## config.mk

```make
export PLATFORM = sky130hd
export DESIGN_NAME = agc_alu_seq
export DESIGN_NICKNAME = d
export VERILOG_FILES = /design/src/rtl/agc_pkg.sv /design/src/rtl/agc_muldiv_core.sv /design/src/rtl/agc_alu_seq.sv
export SDC_FILE = /design/constraint.sdc
export NUM_CORES = 1
export LEC_CHECK = 0
export CELL_PAD_IN_SITES_DETAIL_PLACEMENT = 1
export CELL_PAD_IN_SITES_GLOBAL_PLACEMENT = 1
export CORE_ASPECT_RATIO = 1.25
export CORE_MARGIN = 2
export CORE_UTILIZATION = 50
export CTS_CLUSTER_SIZE = 16
export DETAILED_ROUTE_END_ITERATION = 12
export PLACE_DENSITY_LB_ADDON = 0.1
export SYNTH_ARGS = -nofsm -noshare
export SYNTH_HDL_FRONTEND = slang
export SYNTH_HIERARCHICAL = 1
export SYNTH_SLANG_ARGS = --single-unit
```

## constraint.sdc

```tcl
create_clock -name clk -period 10.7 [get_ports clk]
set_input_delay 2.14 -clock clk [delete_from_list [all_inputs] [get_ports clk]]
set_output_delay 2.14 -clock clk [all_outputs]
set_load 0.05 [all_outputs]
```

## src/rtl/agc_pkg.sv

```systemverilog
// agc_pkg: word widths, ALU opcodes, sequencer states and ones-complement helpers
// shared by agc_alu_seq and agc_muldiv_core.
package agc_pkg;

    localparam int W     = 16;
    localparam int MAG_W = W - 1;
    localparam int CNT_W = 4;
    localparam logic [CNT_W-1:0] ITER_LAST = CNT_W'(MAG_W);

    localparam logic [2:0] OP_AD   = 3'd0;
    localparam logic [2:0] OP_SU   = 3'd1;
    localparam logic [2:0] OP_MASK = 3'd2;
    localparam logic [2:0] OP_MP0  = 3'd3;
    localparam logic [2:0] OP_MP1  = 3'd4;
    localparam logic [2:0] OP_DV0  = 3'd5;
    localparam logic [2:0] OP_DV1  = 3'd6;

    typedef enum logic [2:0] {
        S_IDLE,
        S_EXEC,
        S_MUL,
        S_DIV,
        S_FIN
    } state_t;

    function automatic logic [W-1:0] oc_add(input logic [W-1:0] a, input logic [W-1:0] b);
        logic [W:0] sum;
        sum = {1'b0, a} + {1'b0, b};
        // A carry-out leaves at most 0xFFFE, so folding it back cannot wrap again.
        return sum[W-1:0] + W'(sum[W]);
    endfunction

    function automatic logic [W-1:0] oc_neg(input logic [W-1:0] v);
        return ~v;
    endfunction

    function automatic logic [MAG_W-1:0] oc_mag(input logic [W-1:0] v);
        return v[W-1] ? ~v[W-2:0] : v[W-2:0];
    endfunction

    function automatic logic [W-1:0] oc_signed(input logic s, input logic [MAG_W-1:0] m);
        return s ? oc_neg({1'b0, m}) : {1'b0, m};
    endfunction

endpackage

```

## src/rtl/agc_muldiv_core.sv

```systemverilog
// agc_muldiv_core: iterative engine for MP0 (shift-add) and DV0 (restoring divide),
// holding the MP1 high word and DV1 quotient. Option: ALU_MP_EARLY_TERM_EN.
module agc_muldiv_core
    import agc_pkg::*;
(
    input  logic             clk,
    input  logic             rst,
    input  logic             mul_start_i,
    input  logic             div_start_i,
    input  logic             div_sat_i,
    input  logic [MAG_W-1:0] x_mag_i,
    input  logic [MAG_W-1:0] y_mag_i,
    input  logic             prod_sign_i,
    input  logic             x_sign_i,
    output logic             iter_done_o,
    output logic [W-1:0]     lo_word_o,
    output logic [W-1:0]     hi_word_o,
    output logic [W-1:0]     quo_word_o
);

    logic                 active_q;
    logic                 is_div_q;
    logic                 sign_q;
    logic                 x_sign_q;
    logic [CNT_W-1:0]     cnt_q;
    logic [2*MAG_W-1:0]   acc_q;
    logic [2*MAG_W-1:0]   mcand_q;
    logic [MAG_W-1:0]     mq_q;
    logic [W-1:0]         hi_q;
    logic [W-1:0]         quo_q;

    logic                 last_iter;
    logic [2*MAG_W-1:0]   mul_sum;
    logic [MAG_W:0]       rem2;
    logic [MAG_W:0]       div_diff;
    logic                 div_fit;

    // NOTE: every always_comb output gets a default first, so no path can infer a latch.
    always_comb begin
        mul_sum   = acc_q + mcand_q;
        rem2      = {acc_q[MAG_W-1:0], 1'b0};
        div_diff  = rem2 - {1'b0, mcand_q[MAG_W-1:0]};
        div_fit   = rem2 >= {1'b0, mcand_q[MAG_W-1:0]};
        last_iter = (cnt_q == ITER_LAST);
`ifdef ALU_MP_EARLY_TERM_EN
        if (!is_div_q && cnt_q != '0 && mq_q == '0) begin
            last_iter = 1'b1;
        end
`endif
        iter_done_o = active_q && last_iter;
        lo_word_o   = oc_signed(is_div_q ? x_sign_q : sign_q, acc_q[MAG_W-1:0]);
        hi_word_o   = hi_q;
        quo_word_o  = quo_q;
    end

    // NOTE: state registers use non-blocking assignments so every flop samples pre-edge values.
    always_ff @(posedge clk) begin
        if (rst) begin
            active_q <= 1'b0;
            is_div_q <= 1'b0;
            sign_q   <= 1'b0;
            x_sign_q <= 1'b0;
            cnt_q    <= '0;
            acc_q    <= '0;
            mcand_q  <= '0;
            mq_q     <= '0;
            hi_q     <= '0;
            quo_q    <= '0;
        end else if (mul_start_i || div_start_i) begin
            active_q <= 1'b1;
            is_div_q <= div_start_i;
            sign_q   <= prod_sign_i;
            x_sign_q <= x_sign_i;
            cnt_q    <= '0;
            acc_q    <= div_start_i ? {{MAG_W{1'b0}}, x_mag_i} : '0;
            mcand_q  <= {{MAG_W{1'b0}}, div_start_i ? y_mag_i : x_mag_i};
            mq_q     <= div_start_i ? '0 : y_mag_i;
        end else if (div_sat_i) begin
            quo_q <= oc_signed(prod_sign_i, {MAG_W{1'b1}});
        end else if (iter_done_o) begin
            active_q <= 1'b0;
            if (is_div_q) begin
                quo_q <= oc_signed(sign_q, mq_q);
            end else begin
                hi_q <= oc_signed(sign_q, acc_q[2*MAG_W-1:MAG_W]);
            end
        end else if (active_q) begin
            cnt_q <= cnt_q + CNT_W'(1);
            if (is_div_q) begin
                acc_q <= {{MAG_W{1'b0}}, div_fit ? div_diff[MAG_W-1:0] : rem2[MAG_W-1:0]};
                mq_q  <= {mq_q[MAG_W-2:0], div_fit};
            end else begin
                if (mq_q[0]) begin
                    acc_q <= mul_sum;
                end
                mcand_q <= mcand_q << 1;
                mq_q    <= mq_q >> 1;
            end
        end
    end

endmodule

```

## src/rtl/agc_alu_seq.sv

```systemverilog
// agc_alu_seq: multi-cycle ones-complement ALU with start/done handshake.
// Option: ALU_MP_EARLY_TERM_EN (MP0 early termination, inside agc_muldiv_core).
module agc_alu_seq
    import agc_pkg::*;
(
    input  logic         clk,
    input  logic         rst,
    input  logic         alu_start,
    input  logic [2:0]   alu_op,
    input  logic [W-1:0] x_in,
    input  logic [W-1:0] y_in,
    output logic [W-1:0] result,
    output logic         busy,
    output logic         done,
    output logic         div_err
);

    state_t         state_q;
    logic [2:0]     op_q;
    logic [W-1:0]   x_q;
    logic [W-1:0]   y_q;
    logic [W-1:0]   result_q;
    logic           busy_q;
    logic           done_q;
    logic           div_err_q;

    logic             accept;
    logic             dv_bad;
    logic             mul_start;
    logic             div_start;
    logic             div_sat;
    logic [MAG_W-1:0] x_mag;
    logic [MAG_W-1:0] y_mag;
    logic [W-1:0]     exec_res;
    logic             core_done;
    logic [W-1:0]     lo_word;
    logic [W-1:0]     hi_word;
    logic [W-1:0]     quo_word;

    always_comb begin
        x_mag     = oc_mag(x_in);
        y_mag     = oc_mag(y_in);
        accept    = alu_start && (state_q == S_IDLE || state_q == S_FIN);
        dv_bad    = (x_mag >= y_mag);
        mul_start = accept && (alu_op == OP_MP0);
        div_start = accept && (alu_op == OP_DV0) && !dv_bad;
        div_sat   = accept && (alu_op == OP_DV0) && dv_bad;
    end

    // A rejected DV0 reports the unchanged dividend as its remainder.
    always_comb begin
        case (op_q)
            OP_AD:   exec_res = oc_add(x_q, y_q);
            OP_SU:   exec_res = oc_add(x_q, ~y_q);
            OP_MASK: exec_res = x_q & y_q;
            OP_MP1:  exec_res = hi_word;
            OP_DV0:  exec_res = x_q;
            OP_DV1:  exec_res = quo_word;
            default: exec_res = '0;
        endcase
    end

    always_ff @(posedge clk) begin
        if (rst) begin
            state_q   <= S_IDLE;
            op_q      <= OP_AD;
            x_q       <= '0;
            y_q       <= '0;
            result_q  <= '0;
            busy_q    <= 1'b0;
            done_q    <= 1'b0;
            div_err_q <= 1'b0;
        end else if (accept) begin
            op_q      <= alu_op;
            x_q       <= x_in;
            y_q       <= y_in;
            busy_q    <= 1'b1;
            done_q    <= 1'b0;
            div_err_q <= 1'b0;
            state_q   <= mul_start ? S_MUL : (div_start ? S_DIV : S_EXEC);
        end else begin
            case (state_q)
                S_EXEC: begin
                    result_q  <= exec_res;
                    div_err_q <= (op_q == OP_DV0);
                    busy_q    <= 1'b0;
                    done_q    <= 1'b1;
                    state_q   <= S_FIN;
                end
                S_MUL, S_DIV: begin
                    if (core_done) begin
                        result_q <= lo_word;
                        busy_q   <= 1'b0;
                        done_q   <= 1'b1;
                        state_q  <= S_FIN;
                    end
                end
                S_FIN: begin
                    done_q  <= 1'b0;
                    state_q <= S_IDLE;
                end
                default: state_q <= S_IDLE;
            endcase
        end
    end

    agc_muldiv_core u_core (
        .clk         (clk),
        .rst         (rst),
        .mul_start_i (mul_start),
        .div_start_i (div_start),
        .div_sat_i   (div_sat),
        .x_mag_i     (x_mag),
        .y_mag_i     (y_mag),
        .prod_sign_i (x_in[W-1] ^ y_in[W-1]),
        .x_sign_i    (x_in[W-1]),
        .iter_done_o (core_done),
        .lo_word_o   (lo_word),
        .hi_word_o   (hi_word),
        .quo_word_o  (quo_word)
    );

    assign result  = result_q;
    assign busy    = busy_q;
    assign done    = done_q;
    assign div_err = div_err_q;

endmodule
```

# Word-level counts from Yosys, hierarchy flattened
# Index checks and enable logic that the tools add are counted.
# W data, S select, Z words.
# op_classes
add_sub_neg,7
n_lt_le_gt_ge,2
n_eq_ne,17
mux,45
n_bitwise,13
reduce_logical,33
# ops
cell,count
$mux W15,16
$mux W30,6
$mux W16,8
$pmux W16 S6,1
$not A15 Y16,3
$add A16 B16 Y17,2
$add A16 B1 Y16,2
$pmux W16 S2,1
$add A30 B30 Y30,1
$not A15 Y15,2
$and A16 B16 Y16,1
$ge A16 B15 Y1,1
$not A16 Y16,1
$reduce_and A4 Y1,4
$eq A3 B3 Y1 const B,5
$ge A15 B15 Y1,1
$sub A15 B15 Y15,1
$eq A3 B2 Y1 const B,4
$reduce_and A3 Y1,4
$reduce_bool A2 Y1,5
$reduce_bool A3 Y1,3
$eq A3 B1 Y1 const B,2
$logic_and A1 B1 Y1,6
$logic_not A3 Y1,2
17 further kinds,35
# totals
reg_bits,172
input_bits,38
output_inout_bits,19
elab_cells,136

# Depth between registers and ports, before layout
# depth
depth_word,8
depth_mapped,24
depth_no_buf,22

# Modules after synthesis
# Netlist, hierarchy kept.
# modules_own_cells
mod,instances,cells_per_inst,area_per_inst_um2,seq_area_each_um2
agc_muldiv_core,1,956,7415.9,2302.2
agc_alu_seq,1,820,5999.5,1141.1

# Least setup slack after synthesis
# No wires, ideal clock.
# synth_timing
path_type,input to register
from,in x_in[15]
to,reg u_core.mcand_q[10]
setup_time_ps,132
arrival_ps,6137
required_ps,10568
setup_slack_ps,4431
stages,22
n_path_buf,5
cell_sequence,clkbuf_1 clkbuf_1 xor2_1 ha_1 nor2b_1 o21a_1 o21a_1 o21a_1 o21ai_0 a21boi_0 o21a_1 o21ai_0 nand3b_1 nor2_1 clkbuf_1 nor2_1 nand2_1 clkbuf_1 nor2_1 clkbuf_1 a222oi_1 a21oi_1
# synth_via
elab_chain_cells,7
elab_cells_between_ends,13
classes_between,1 x order compare; 3 x eq/ne; 3 x mux; 6 x reduce/logical
# synth_lines
element,line_no,rtl
from (decl),agc_alu_seq.sv:10,"input logic [W-1:0] x_in,"
$mux W15 *,agc_pkg.sv:38,return v[W-1] ? ~v[W-2:0] : v[W-2:0];
net x_mag[1],agc_alu_seq.sv:32,logic [MAG_W-1:0] x_mag;
$ge A15 B15 Y1 *,agc_alu_seq.sv:44,dv_bad = (x_mag >= y_mag);
$logic_not A1 Y1 *,agc_alu_seq.sv:46,div_start = accept && (alu_op == OP_DV0) && !dv_bad;
$logic_and A1 B1 Y1 *,agc_alu_seq.sv:46,
net div_start,agc_alu_seq.sv:30,logic div_start;
$logic_or A1 B1 Y1,agc_muldiv_core.sv:69,end else if (mul_start_i || div_start_i) begin
$ne A2 B2 Y1 (no line) (tied with other cells),-,
$reduce_and A4 Y1 (no line),-,
to (signal assigned),agc_muldiv_core.sv:76,"mcand_q <= {{MAG_W{1'b0}}, div_start_i ? y_mag_i : x_mag_i};"
to (signal assigned),agc_muldiv_core.sv:96,mcand_q <= mcand_q << 1;
to (decl),agc_muldiv_core.sv:27,logic [2*MAG_W-1:0] mcand_q;
# The timed path passes the listed nets; every way through them passes the cells marked *.
# A chain may end at the register's enable or synchronous reset.

# Worst setup path in the final report
# layout_timing
from,in y_in[15]
to,reg u_core.acc_q[28]
# layout_via
elab_cells_between_ends,12
classes_between,1 x order compare; 2 x eq/ne; 2 x mux; 7 x reduce/logical
# layout_rtl
element,line_no,rtl
from (decl),agc_alu_seq.sv:11,"input logic [W-1:0] y_in,"
$mux W15,agc_pkg.sv:38,
net y_mag[1],agc_alu_seq.sv:33,logic [MAG_W-1:0] y_mag;
$ge A15 B15 Y1,agc_alu_seq.sv:44,
$logic_and A1 B1 Y1,agc_alu_seq.sv:47,div_sat = accept && (alu_op == OP_DV0) && dv_bad;
net div_sat,agc_alu_seq.sv:31,logic div_sat;
$ne A2 B1 Y1 (no line),-,
$reduce_and A4 Y1 (no line),-,
to (signal assigned),agc_muldiv_core.sv:75,"acc_q <= div_start_i ? {{MAG_W{1'b0}}, x_mag_i} : '0;"
to (signal assigned),agc_muldiv_core.sv:90,"acc_q <= {{MAG_W{1'b0}}, div_fit ? div_diff[MAG_W-1:0] : rem2[MAG_W-1:0]};"
to (signal assigned),agc_muldiv_core.sv:94,acc_q <= mul_sum;
to (decl),agc_muldiv_core.sv:26,logic [2*MAG_W-1:0] acc_q;
# The timed path passes the listed nets, and every way through them passes these cells.

==> results.md <==
| Step | Item | This run |
| --- | --- | --- |
| status | Outcome | finished clean |
| sta | Highest attainable clock frequency | 131.0 MHz |
| floorplanning | Floorplan row count | 67 |
| clocking | Library cell used as clock root buffer | sky130_fd_sc_hd__clkbuf_16 |
| setup path | Slowest cell on crit path | sky130_fd_sc_hd__clkdlybuf4s50_1 |
| clocking | Maximum buffer depth of the clock tree | 2 |
| yosys | Most used DFF post-synth | sky130_fd_sc_hd__dfxtp_1 |
| drt | Total via count in the routed design | 13300 |
| yosys | Synthesized cell area | 13420 um^2 |
| yosys | Number of synthesized flops with an enable pin | 0 |
| drt | Highest routed metal layer | met4 |
| yosys | Per-instance average area after synthesis | 7.554 um^2 |
| cells and area | Final cell area excluding filler cells | 14740 um^2 |
| clocking | H-tree depth | 4 |
| drt | Mean number of vias per cell | 6.273 |
| setup path | Most repeated library cell on the critical path | sky130_fd_sc_hd__o21a_1 |
| floorplanning | Core ar. | 26570 um^2 |
| yosys | Portion of the post-synthesis area used by sequential elements | 0.2567 |
| global routing | Gr usage total | 0.3430 |
| yosys | Top-area cell type share of the netlist area | 0.2567 |
| yosys | Syn Nets | 1914 |
| clocking | Inserted Clock Buffers | 17 |
| sta | RSZ-0062 raised after global routing | no |
| sta | Worst-case hold slack | 0.4576 ns |
| hold path | Min-Delay Path Class | flip-flop to flip-flop |
| drt | 1st-pass router iterations | 6 |
| power | Maximum VDD drop | 0.1088 mV |
| clocking | CTS sink cnt | 172 |
| setup path | Kind of launch point of the worst setup path | input pin |
| cells and area | Number of cells in the finished layout apart from fillers | 2120 |
| global routing | Maximum number of pins on one net before global-route repair | 80 |
| clocking | Clk pin slew, worst setup/hold paths | 0.07 ns |
| sta | Count of final hold-check violations | 0 |
| power | Standby leakage power | 5.735 nW |
| yosys | Largest area contributor in the synthesized netlist | sky130_fd_sc_hd__dfxtp_1 |
| setup path | Destination of the worst register-to-register timing path | result[8]$_SDFFE_PP0P_ |
| setup path | CP peak stage delay | 1.14 ns |
| placement | Instance area after placement | 14170 um^2 |
| sta | Max-slew violation count | 0 |
| setup path | Critical Path Sink Type | flip-flop |
| clocking | Number of hold-repair buffers added at the cts stage | 0 |
| yosys | Warning count from the yosys run | 6 |
| floorplanning | Horizontal extent of the die | 150.5 um |
| cells and area | Antenna diode instance count | 0 |
| placement | Pre-CTS setup slack | 2.739 ns |
| setup path | Worst endpoint data arrival time | 7.96 ns |
| setup path | Count of cells along the worst register-to-register path | 20 |
| yosys | Most area-consuming cells after synthesis | sky130_fd_sc_hd__dfxtp_1 26%, sky130_fd_sc_hd__ha_1 9.0%, sky130_fd_sc_hd__a21oi_1 8.0% |
| yosys | Cell types with the highest counts after synthesis | 219 x sky130_fd_sc_hd__nand2_1, 214 x sky130_fd_sc_hd__a21oi_1, 172 x sky130_fd_sc_hd__dfxtp_1 |
| yosys | Post-Syn Instances | 1776 |
| global routing | Number of antenna violations at the first check in global routing | 0 |
| drt | Met3 wire length | 1774 um |
| floorplanning | Effective utilization at floorplan | 0.5048 |
| sta | Sum of negative setup slack | 0 ns |
| sta | Worst relative slew slack | 0.2703 |
| sta | Worst-case clock skew | 0.009762 ns |
| setup path | Path type of the worst setup path | input pin to flip-flop |
| hold path | Cells on Worst Hold Path | 2 |
| clocking | Resized Gates After CTS | 0 |
| job | Max cap viols | 0 |
| clocking | Count of buffers added by post-CTS timing repair for setup | 0 |
| setup path | Worst EP required | 11.03 ns |
| cells and area | Share of final-layout standard cells stronger than drive strength 1 | 0.05803 |
| setup path | Crit-path cells | clkdlybuf4s50_1, xor2_1, inv_1, ha_1, nor2b_1, o21a_1, o21a_1, o21a_1, o21ai_0, a21boi_0, o21a_1, o21ai_0, nand3b_1, nor2b_1, buf_4, nor3b_1, nor2_2, buf_4, nor2_1, buf_4, nor2_1, a32o_1, a31oi_1, nand2_1 |
| placement | Quantity of I/O buffers inserted on ports | 56 |
| yosys | Count of state elements after synthesis | 172 |
| floorplanning | Height of the die | 187.1 um |
| drt | Detail Route Antenna Nets | 0 |
| hold path | Hold Path Origin | u_core/quo_word_o[4]$_SDFFE_PP0P_ |
| sta | Final setup violation count | 0 |
| power | P per Cell Area | 128.7 nW/um^2 |
| setup path | Worst r2r src | x_q[6]$_SDFFE_PP0P_ |
| setup path | Worst-path maximum fanout | 29 |
| yosys | Async set-or-reset flop fraction in the synthesized netlist | 0 |
| sta | Worst-margin pin slew | 1.090 ns |
| drt | Detailed Route WL | 47960 um |
| sta | Share of the clock period used by the worst path | 0.7132 |
| clocking | CTS tree | built |
| sta | Tmin final | 7.631 ns |
| global routing | Via count of the first global-routing pass | 13690 |
| drt | DR WL/cell | 22.62 um |
| global routing | Wire length of the first global-routing pass | 75710 um |
| placement | GP Congestion | 0.9327 |
| cells and area | Net count reported at finish | 1900 |
| clocking | Skew-Pair Late Insertion Delay | 0.44 ns |
| floorplanning | Overall die area | 28160 um^2 |
| floorplanning | Number of placed I/O pins | 57 |
| yosys | Count of different cell masters after synthesis | 91 |
| sta | Final worst slack | 3.069 ns |
| global routing | Overflow left after global routing | 0 |
| placement | DP Cell Count | 2088 |
| drt | Met2 WL post-DR | 23840 um |
| setup path | Flop2flop setup slack | 4.71 ns |
| drt | Length of routed wiring on met1 | 19970 um |
| hold path | Worst Hold End | u_core/quo_word_o[4]$_SDFFE_PP0P_ |
| cells and area | Relative area change from synthesis to final layout | 9.849% |
| drt | Final routed DRC violation total | 0 |
| drt | Iteration-0 DRC Markers | 932 |
| yosys | Most frequently used cell type in the post-synthesis netlist | sky130_fd_sc_hd__nand2_1 |
| placement | Half-perimeter wire length after placement | 37240 um |
==> placed cells by master, fill, tap and decap left out, types with 47 or more instances in the layout <==
cell / Yosys / routed
sky130_fd_sc_hd__inv_1: 83 / 83
sky130_fd_sc_hd__clkdlybuf4s50_1: 0 / 55
sky130_fd_sc_hd__nor2_1: 164 / 161
sky130_fd_sc_hd__xor2_1: 75 / 75
sky130_fd_sc_hd__nand2_1: 219 / 219
sky130_fd_sc_hd__dfxtp_1: 172 / 171
sky130_fd_sc_hd__xnor2_1: 77 / 77
sky130_fd_sc_hd__nor3_1: 48 / 47
sky130_fd_sc_hd__ha_1: 96 / 96
sky130_fd_sc_hd__o21ai_0: 78 / 77
sky130_fd_sc_hd__a21oi_1: 214 / 214
==> final cells by class <==
class	count	area, um^2
clock buffer	19	452.9
clock inverter	13	116.4
fill	3376	11840
inverter	84	315.3
multi-input combinational	1407	9238
sequential	172	3445
tap	345	431.7
timing repair buffer	80	738.2
==> where the power goes <==
group	switching, mW	internal [mW]	leakage (nW)
combinational	0.366	0.223	4.06
sequential	0.0305	0.662	1.40
clock	0.282	0.333	0.276
==> worst max path at each step <==
| stage | from | to | slack [ns] | cells after the start |
|---|---|---|---|---|
| global placement | y_in[15] | u_core/acc_q[28]$_SDFFE_PP0P_ | 2.88 | 24 |
| finish | y_in[15] | u_core/acc_q[28]$_SDFFE_PP0P_ | 3.07 | 24 |
| detailed placement | y_in[15] | u_core/acc_q[28]$_SDFFE_PP0P_ | 2.74 | 24 |
| floorplan | x_in[15] | u_core/mcand_q[10]$_SDFFE_PP0P_ | 4.43 | 22 |
| global route | y_in[15] | u_core/acc_q[28]$_SDFFE_PP0P_ | 2.61 | 24 |
| CTS | y_in[15] | u_core/acc_q[28]$_SDFFE_PP0P_ | 3.12 | 24 |
==> critical path, delay by kind of cell <==
family	cells	cell delay [ns]
buffers and inverters	5	1.97
and+or+nand+nor	8	1.59
adders and majority gates	1	0.32
AOI/OAI and AO/OA	9	1.59
xor gates and xnor gates	1	0.30
==> cell families after synthesis <==
| group | synth area share |
|---|---|
| AO/OA/AOI/OAI | 0.2639 |
| XOR/XNOR | 0.1004 |
| buffers and inverters | 0.05671 |
| flip-flops | 0.2567 |
| AND/OR/NAND/NOR | 0.1938 |
| multiplexers | 0.03302 |
| adder cells (fa/ha/maj) | 0.09550 |
==> stage by stage <==
step	util	total power, mW
floorplan	-	1.112
global placement	0.5331	1.270
detailed placement	0.5331	1.282
CTS	0.5545	1.895
global route	0.5545	1.981
finish	0.5545	1.897
==> sequential cells by signal, indices dropped and copies added (netlist names), 3 cells and up <==
name               count
op_q                   3
result                16
state_q                3
u_core/acc_q          30
u_core/cnt_q           4
u_core/hi_word_o      16
u_core/mcand_q        30
u_core/mq_q           15
u_core/quo_word_o     16
x_q                   16
y_q                   16
==> routing by layer <==
| layer | global-route usage | vias to the layer above |
|---|---|---|
| met1 | 0.4165 | 6512 |
| li1 | - | 6310 |
| met4 | 0.1622 | 0 |
| met2 | 0.5986 | 348 |
| met3 | 0.03683 | 129 |
| met5 | 0 | - |
Power figures use the tool's default switching activity.
